File: src/rtl/imem_loader_pkg.sv
// Shared types and defaults for the instruction-memory program loader.
package loader_pkg;

    typedef enum logic [2:0] {
        IDLE,
        LEN,
        DATA,
        CSUM,
        DONE,
        ERR
    } state_t;

    localparam int DEF_DEPTH       = 128;
    localparam int DEF_ADDR_W      = 7;
    localparam int DEF_TIMEOUT_CYC = 1_000_000;
    localparam int BYTES_PER_WORD  = 4;

    // Frame length byte must name between 1 and depth words.
    function automatic logic len_valid(input logic [7:0] n, input int depth);
        return (n != 8'd0) && ({24'd0, n} <= depth);
    endfunction

endpackage

File: src/rtl/imem_loader_word_assembler.sv
// Packs four sequential bytes into a little-endian 32-bit word.
module word_assembler (
    input  logic        clk,
    input  logic        rst_n,
    input  logic        clear,
    input  logic        byte_valid,
    input  logic [7:0]  byte_data,
    output logic        word_valid,
    output logic [31:0] word
);

    logic [1:0]  lane;
    logic [23:0] sr;

    // Earlier bytes shift down so byte 0 lands in bits [7:0] when the 4th arrives.
    assign word       = {byte_data, sr};
    assign word_valid = byte_valid && (lane == 2'd3);

    always_ff @(posedge clk or negedge rst_n) begin
        if (!rst_n) begin
            lane <= '0;
            sr   <= '0;
        end else if (clear) begin
            lane <= '0;
            sr   <= '0;
        end else if (byte_valid) begin
            lane <= lane + 2'd1;
            sr   <= {byte_data, sr[23:8]};
        end
    end

endmodule

File: src/rtl/imem_loader.sv
// Framed byte-stream loader: length, 4*N payload bytes, XOR checksum.
// Writes words to the instruction memory and holds the CPU while loading.
module imem_loader
    import loader_pkg::*;
#(
    parameter int DEPTH       = DEF_DEPTH,
    parameter int ADDR_W      = $clog2(DEPTH),
    parameter int TIMEOUT_CYC = DEF_TIMEOUT_CYC
) (
    input  logic              clk,
    input  logic              rst_n,
    input  logic              start,
    input  logic              rx_valid,
    input  logic [7:0]        rx_data,
    output logic              mem_we,
    output logic [ADDR_W-1:0] mem_addr,
    output logic [31:0]       mem_wdata,
    output logic              cpu_hold,
    output logic              done,
    output logic              error,
    output logic [ADDR_W:0]   words_loaded
);

    localparam int TW = $clog2(TIMEOUT_CYC + 1);

    state_t          state, next;
    logic            busy, arm, tmo, last_word, byte_in, asm_clear;
    logic            word_valid;
    logic [31:0]     word;
    logic [ADDR_W:0] len;
    logic [7:0]      csum;
    logic [TW-1:0]   tcnt;

    assign busy      = (state == LEN) || (state == DATA) || (state == CSUM);
    assign tmo       = busy && !rx_valid && (tcnt == TW'(TIMEOUT_CYC - 1));
    assign byte_in   = (state == DATA) && rx_valid;
    assign last_word = (words_loaded + (ADDR_W+1)'(1)) == len;
    // Any abort out of a busy state must also drop a partially assembled word.
    assign asm_clear = arm || (busy && (next == ERR));

    assign cpu_hold = busy;
    assign done     = (state == DONE);
    assign error    = (state == ERR);

    word_assembler u_asm (
        .clk        (clk),
        .rst_n      (rst_n),
        .clear      (asm_clear),
        .byte_valid (byte_in),
        .byte_data  (rx_data),
        .word_valid (word_valid),
        .word       (word)
    );

    always_ff @(posedge clk or negedge rst_n) begin
        if (!rst_n) state <= IDLE;
        else        state <= next;
    end

    always_comb begin
        next = state;
        arm  = 1'b0;
        case (state)
            IDLE, DONE, ERR: begin
                if (start) begin
                    next = LEN;
                    arm  = 1'b1;
                end
            end
            LEN: begin
                if (rx_valid) next = len_valid(rx_data, DEPTH) ? DATA : ERR;
                else if (tmo) next = ERR;
            end
            DATA: begin
                if (word_valid && last_word) next = CSUM;
                else if (tmo)                next = ERR;
            end
            CSUM: begin
                if (rx_valid) next = (rx_data == csum) ? DONE : ERR;
                else if (tmo) next = ERR;
            end
            default: next = IDLE;
        endcase
    end

    always_ff @(posedge clk or negedge rst_n) begin
        if (!rst_n) begin
            mem_we       <= 1'b0;
            mem_addr     <= '0;
            mem_wdata    <= '0;
            words_loaded <= '0;
            len          <= '0;
            csum         <= '0;
            tcnt         <= '0;
        end else begin
            mem_we <= word_valid;
            if (word_valid) begin
                mem_addr     <= words_loaded[ADDR_W-1:0];
                mem_wdata    <= word;
                words_loaded <= words_loaded + (ADDR_W+1)'(1);
            end
            if (arm) begin
                words_loaded <= '0;
                csum         <= '0;
            end
            if (state == LEN && rx_valid) len <= (ADDR_W+1)'(rx_data);
            if (byte_in) csum <= csum ^ rx_data;
            if (!busy || rx_valid) tcnt <= '0;
            else                   tcnt <= tcnt + TW'(1);
        end
    end

endmodule

File: config.mk
export PLATFORM = sky130hd
export DESIGN_NAME = imem_loader
export DESIGN_NICKNAME = d
export VERILOG_FILES = /design/src/rtl/imem_loader_pkg.sv /design/src/rtl/imem_loader_word_assembler.sv /design/src/rtl/imem_loader.sv
export SDC_FILE = /design/constraint.sdc
export NUM_CORES = 1
export LEC_CHECK = 0
export CORE_UTILIZATION = 30
export DETAILED_ROUTE_END_ITERATION = 16
export SETUP_SLACK_MARGIN = 0.15
export SLEW_MARGIN = 20
export SYNTH_ARGS = -nofsm -noshare
export SYNTH_HDL_FRONTEND = slang
export SYNTH_SLANG_ARGS = --single-unit
File: constraint.sdc
create_clock -name clk -period 2.35 [get_ports clk]
set_input_delay 0.47 -clock clk [delete_from_list [all_inputs] [get_ports clk]]
set_output_delay 0.47 -clock clk [all_outputs]
set_load 0.1 [all_outputs]
==> impl_metrics.tcl, run 1 <==
set metrics [dict create \
    overflow 0 \
    grt_antenna_before_repair 0 \
    rsz0062_at_grt "yes" \
    leakagePower_nw 3.199 \
    violations "hold timing, setup timing" \
    vias 4054 \
    arrival_ns 2.78 \
    synthArstFlopShare 1.000 \
    clock-sinks 113 \
    clock_latency_ns 0.41 \
    rows 46 \
    synthSimpleGateAreaFrac 0.2142 \
    dieArea_sq_um 17190 \
    slew_headroom 0.7021 \
    die_h_um 131.1 \
    finClkSkew_ns 0.008082 \
    synth_compound_area_frac 0.1106 \
    synth-adder-area-share 0.007508 \
    avgSynthCellArea_sq_um 9.671 \
    synth_top_family_by_area "simple AND/OR/NAND/NOR gates" \
    synth_xor_area_frac 0.05781 \
    first_iter_violations 265 \
    ys_seq_elements 113 \
    grt_pass1_vias 4185 \
    syn-cell-area_sq_um 5000 \
    dpl.hpwl_um 8454 \
    fp.dieW_um 131.1 \
    ios 63 \
    holdWs_ns -0.002687 \
    synth_edf_count 0 \
    p_per_area_nw_per_um2 907.0 \
    grtUsageTotal 0.1614 \
    nets 626 \
    synth_cells 517 \
    route.detailed.drc 0 \
    initial_utilization 0.3114 \
    synth.net_count 532 \
    cp_data_required_time_ns 2.65 \
    cp-end-kind "register" \
    dpl_worst_slack_ns -0.5161 \
    instances_no_fill 839 \
    coreArea_sq_um 16060 \
    final_max_slew_viol_count 0 \
    yosys_warnings 0 \
    drv_cap 0 \
    fin_crit_sh 1.056 \
    tritoncts "yes" \
    finalHoldViolCount 2 \
    setup-violations-final 26 \
    utilization 0.4194 \
    portBuffers 62 \
    grt_pass1_wl_um 20970 \
    gp_congestion 0.7827 \
    peakVddDrop_mv 0.5526 \
    period_needed_ns 2.481 \
    cts_buffer_depth 2 \
    grt_max_degree 70 \
    numCtsBuffers 17 \
    ant_nets 0 \
    drt-vias-per-instance 4.832 \
    fmax_mhz 403.1 \
    yosysUniqueCellTypes 41 \
    status "finished with violations" \
    hold_buffers 0 \
    critPathMaxFanout 26 \
    ys_dominant_reg_cell "dfrtp_1" \
    dp_cells 807 \
    finalWirelength_um 12580 \
    htree_num_levels 4 \
    start_kind "register" \
    hold_path_class "input pin to async pin" \
    timing.final.ws_setup_ns -0.1310 \
    synthMuxAreaShare 0.01577 \
    worstMarginPinSlew_ns 0.4468 \
    fin_setup_tns_ns -2.551 \
    drtPass1Iterations 5 \
    seq_area_frac_synth 0.5656 \
    route.detailed.wl_per_inst_um 14.99 \
    area_growth_pct 34.68 \
    antenna_cells 0 \
    ctsRootBufferMaster "clkbuf_16" \
    drive_gt1_frac 0.2584 \
    worst-setup-path-type "register to register" \
    clk_pin_slew_worst_paths_ns 0.05 \
]
[kinds of logic (layout without fill, tap and decap cells)]
family	count (synthesis)	count (layout)
AOI/OAI and AO/OA	77	77
xor gates and xnor gates	33	33
adders and majority gates	3	3
buffers and inverters	37	143
DFF	113	113
muxes	7	7
and+or+nand+nor	247	247
[metal layers]
layer / global-route usage / part of all wire / up-vias
li1: - / - / 1949
met1: 0.2055 / 0.45 / 1991
met2: 0.2611 / 0.48 / 97
met5: 0 / 0 / -
met3: 0.04302 / 0.052 / 17
met4: 0.06491 / 0.016 / 0
[power by group]
group,internal (mW),switching (mW),total (mW)
logic,0.554,0.761,1.32
registers,2.16,0.230,2.39
clock network,1.52,0.884,2.40
[critical path, stage by stage (launching register included)]
cell       delay (ns)
dfrtp_1          0.39
or4b_4           0.56
nor4_4           0.14
nand4_1          0.21
nand2b_1         0.14
a2bb2oi_1        0.08
a221o_1          0.39
buf_12           0.18
a32o_1           0.25
[final cells by class]
class | count | area, sq um
inverters | 5 | 18.77
multi-input cells | 367 | 2131
fillers | 1533 | 9324
repair buffers | 107 | 907.1
well taps | 216 | 270.3
clock buffers | 21 | 470.5
flip-flops and latches | 113 | 2850
clock inverters | 10 | 86.33
[Yosys cell counts, drive strengths merged, types with 2 or more instances]
| master | number | area, sq um |
|---|---|---|
| a21oi | 5 | 25.02 |
| nand3 | 16 | 80.08 |
| xor2 | 14 | 122.6 |
| xnor2 | 19 | 166.4 |
| nand2 | 150 | 565.6 |
| and3 | 7 | 43.79 |
| nand2b | 4 | 25.02 |
| mux2 | 7 | 78.83 |
| ha | 3 | 37.54 |
| and2 | 3 | 18.77 |
| nor4 | 5 | 46.29 |
| buf | 7 | 30.02 |
| inv | 5 | 18.77 |
| clkbuf | 25 | 93.84 |
| or3 | 5 | 31.28 |
| nor2 | 41 | 153.9 |
| dfrtp | 113 | 2828 |
| nor3 | 4 | 20.02 |
| nor3b | 2 | 15.01 |
| o211ai | 2 | 15.01 |
| or4 | 2 | 15.01 |
| nand4 | 5 | 31.28 |
| a32o | 25 | 250.2 |
| o21ai | 35 | 175.2 |
[sequential cells by signal, summed over array words and instances (netlist names)]
| signal | count |
|---|---|
| mem_wdata | 32 |
| u_asm.sr | 24 |
| tcnt | 20 |
| csum | 8 |
| len | 8 |
| words_loaded | 8 |
| mem_addr | 7 |
| state | 3 |
| u_asm.lane | 2 |
| mem_we | 1 |
[repair_timing]
action,in CTS,in global routing
buffers inserted,1,0
endpoints found under the setup margin,26,28
resized for setup,3,7
pin swaps,5,2
[layout by cell type (no fill, tap or decap), types with 3 or more instances in the layout]
master / instances
xnor2_1: 16
clkbuf_8: 3
and3_1: 4
nor4_1: 3
and2_1: 3
a32o_1: 25
dfrtp_4: 5
clkdlybuf4s50_1: 10
clkbuf_16: 17
nand2_1: 148
nor3_1: 4
nand2b_1: 4
xnor2_2: 3
nand4_1: 5
and3_4: 3
inv_1: 3
o21ai_0: 35
or3_1: 5
nor2_1: 38
buf_4: 90
buf_12: 6
dfrtp_2: 3
clkinvlp_4: 3
xor2_1: 14
a21oi_1: 5
dfrtp_1: 105
mux2_2: 7
clkinv_2: 5
nand3_1: 15
[worst paths after layout]
check / startpoint / end / slack, ns / cells after the start
max in group asynchronous: rst_n / words_loaded[2]$_DFFE_PN0P_ / 1.58 / 2
min in group clk: mem_addr[4]$_DFFE_PN0P_ / mem_addr[4]$_DFFE_PN0P_ / 0.47 / 2
hold reg to reg: mem_addr[4]$_DFFE_PN0P_ / mem_addr[4]$_DFFE_PN0P_ / 0.47 / 2
setup reg to reg: tcnt[8]$_DFF_PN0_ / u_asm.sr[16]$_DFFE_PN0P_ / -0.13 / 8
hold / removal: rst_n / mem_wdata[25]$_DFFE_PN0P_ / -0.003 / 1
setup / recovery: tcnt[8]$_DFF_PN0_ / u_asm.sr[16]$_DFFE_PN0P_ / -0.13 / 8
[stage by stage]
step	total power, mW	hold WS [ns]	area, sq um
2_1_floorplan	3.284	0.1744	5084
3_3_place_gp	3.669	0.4325	6107
3_5_place_dp	3.711	0.4447	6107
4_1_cts	6.148	0.003127	6693
5_1_grt	6.410	0.02218	6734
6_report	6.108	-0.002687	6734
No activity file was read; power rests on OpenSTA's default activity.
==> run 2, diff against run 1 <==
clock period = 3.2 ns   (was 2.35 ns; I/O delays follow)
==> run 2 against run 1 <==
Effect of this change: the run now ends clean; sequential power is 26% lower; first-iteration DRC count fell by 2.3%; global-route usage fell by 0.50 points; non-clock buffer count shrank 27; fmax shrank 5.9%; die area did not move; combinational power shrank 35%; sequential share of layout area grew 2.0 points; wire length shrank 3.0%; final cell count is 3.2% lower; flip-flop and latch count stayed put; largest power group unchanged; highest routed layer unchanged.
==> impl_metrics.tcl, run 2 (synthesized netlist as in run 1, its figures left out) <==
set metrics [dict create \
    grt_max_degree 57 \
    dp_cells 781 \
    antenna_cells 0 \
    finClkSkew_ns 0.006105 \
    area_growth_pct 27.90 \
    cp-startpoint "words_loaded[0]$_DFFE_PN0P_" \
    slew_headroom 0.5072 \
    fmax_mhz 379.4 \
    status "finished, final reports clean" \
    dpl.hpwl_um 8301 \
    rows 46 \
    worst-setup-path-type "register to register" \
    finalHoldViolCount 0 \
    rr_endpoint "u_asm.sr[17]$_DFFE_PN0P_" \
    setup-violations-final 0 \
    worstMarginPinSlew_ns 0.7374 \
    utilization 0.3982 \
    grt_pass1_vias 3981 \
    drtPass1Iterations 4 \
    cts_resized 0 \
    layout_common_cells "149 x nand2_1, 109 x dfrtp_1, 70 x buf_4, 40 x nor2_1, 35 x o21ai_0" \
    hold_buffers 0 \
    fin_setup_tns_ns 0 \
    peakVddDrop_mv 0.4443 \
    largest_register_ffs 32 \
    htree_num_levels 4 \
    finalWirelength_um 12200 \
    coreArea_sq_um 16060 \
    cp_data_required_time_ns 3.50 \
    rsz0062_at_grt "no" \
    placed_cell_area_sq_um 5784 \
    portBuffers 62 \
    fin_area_sq_um 6395 \
    initial_utilization 0.3114 \
    ctsRootBufferMaster "clkbuf_16" \
    dieArea_sq_um 17190 \
    clock_latency_ns 0.42 \
    die_h_um 131.1 \
    final_max_slew_viol_count 0 \
    holdWs_ns 0.2872 \
    cts_buffer_depth 2 \
    period_needed_ns 2.636 \
    route.detailed.wl_per_inst_um 15.03 \
    drv_cap 0 \
    first_iter_violations 259 \
    finalPower_mw 4.574 \
    ant_nets 0 \
    numCtsBuffers 17 \
    start_kind "register" \
    tritoncts "yes" \
    hold_path_class "input pin to async pin" \
    grtUsageTotal 0.1565 \
    timing.final.ws_setup_ns 0.5640 \
    clock-sinks 113 \
    ios 63 \
    critPathMaxFanout 26 \
    gp_congestion 0.8495 \
    drt-vias-per-instance 4.897 \
    dpl_worst_slack_ns 0.1113 \
    drive_gt1_frac 0.1930 \
    leakagePower_nw 3.063 \
    vias 3976 \
    r2r_cells 9 \
    arrival_ns 2.94 \
    timing.rr.start "words_loaded[0]$_DFFE_PN0P_" \
    clk_pin_slew_worst_paths_ns 0.05 \
    overflow 0 \
    crit_end "u_asm.sr[17]$_DFFE_PN0P_" \
    nets 599 \
    grt_pass1_wl_um 20250 \
    fin_crit_sh 0.8238 \
    final_common_cell "nand2_1" \
    instances_no_fill 812 \
    top_register "mem_wdata" \
    reg_top3 "mem_wdata (32), u_asm.sr (24), tcnt (20)" \
    grt_antenna_before_repair 0 \
    fp.dieW_um 131.1 \
    p_per_area_nw_per_um2 715.3 \
    route.detailed.drc 0 \
    postCtsSetupBuffers 0 \
    cp-end-kind "register" \
    rrSetupSlack_ns 0.56 \
]
run 2: final cells by class:
cell class                 count  area [sq um]
clock inverter                10         160.2
timing repair buffer          80         625.6
clock buffer                  21         450.4
inverter                       5         18.77
fill                        1595          9663
sequential                   113          2833
tap                          216         270.3
multi-input combinational    367          2037
run 2: worst min-delay path by stage:
stage,endpoint,depth (start not counted),startpoint,slack [ns]
after floorplan,csum[0]$_DFFE_PN0P_,0,rst_n,0.34
after detailed placement,mem_wdata[9]$_DFFE_PN0P_,2,mem_wdata[9]$_DFFE_PN0P_,0.46
after global routing,tcnt[4]$_DFF_PN0_,1,rst_n,0.34
after global placement,mem_addr[5]$_DFFE_PN0P_,2,mem_addr[5]$_DFFE_PN0P_,0.47
after CTS,tcnt[1]$_DFF_PN0_,1,rst_n,0.32
final,tcnt[4]$_DFF_PN0_,1,rst_n,0.29
run 2: layer usage:
layer / track usage / part of all wire / vias to the layer above
li1: - / - / 1895
met1: 0.1997 / 0.44 / 1964
met2: 0.2481 / 0.49 / 89
met3: 0.04058 / 0.046 / 28
met4: 0.07370 / 0.024 / 0
met5: 0 / 0 / -
run 2: worst max-delay path, stage by stage, from the launching register on:
cell	delay, ns
dfrtp_2	0.45
ha_1	0.26
and3_1	0.23
and3_1	0.25
xor2_1	0.15
o21ai_0	0.15
nand4_1	0.15
a221o_1	0.38
buf_4	0.22
a32o_1	0.28
run 2: power breakdown:
part / switching, mW / internal, mW / total (mW)
clock: 0.648 / 1.31 / 1.96
combinational: 0.560 / 0.295 / 0.856
sequential: 0.171 / 1.59 / 1.76
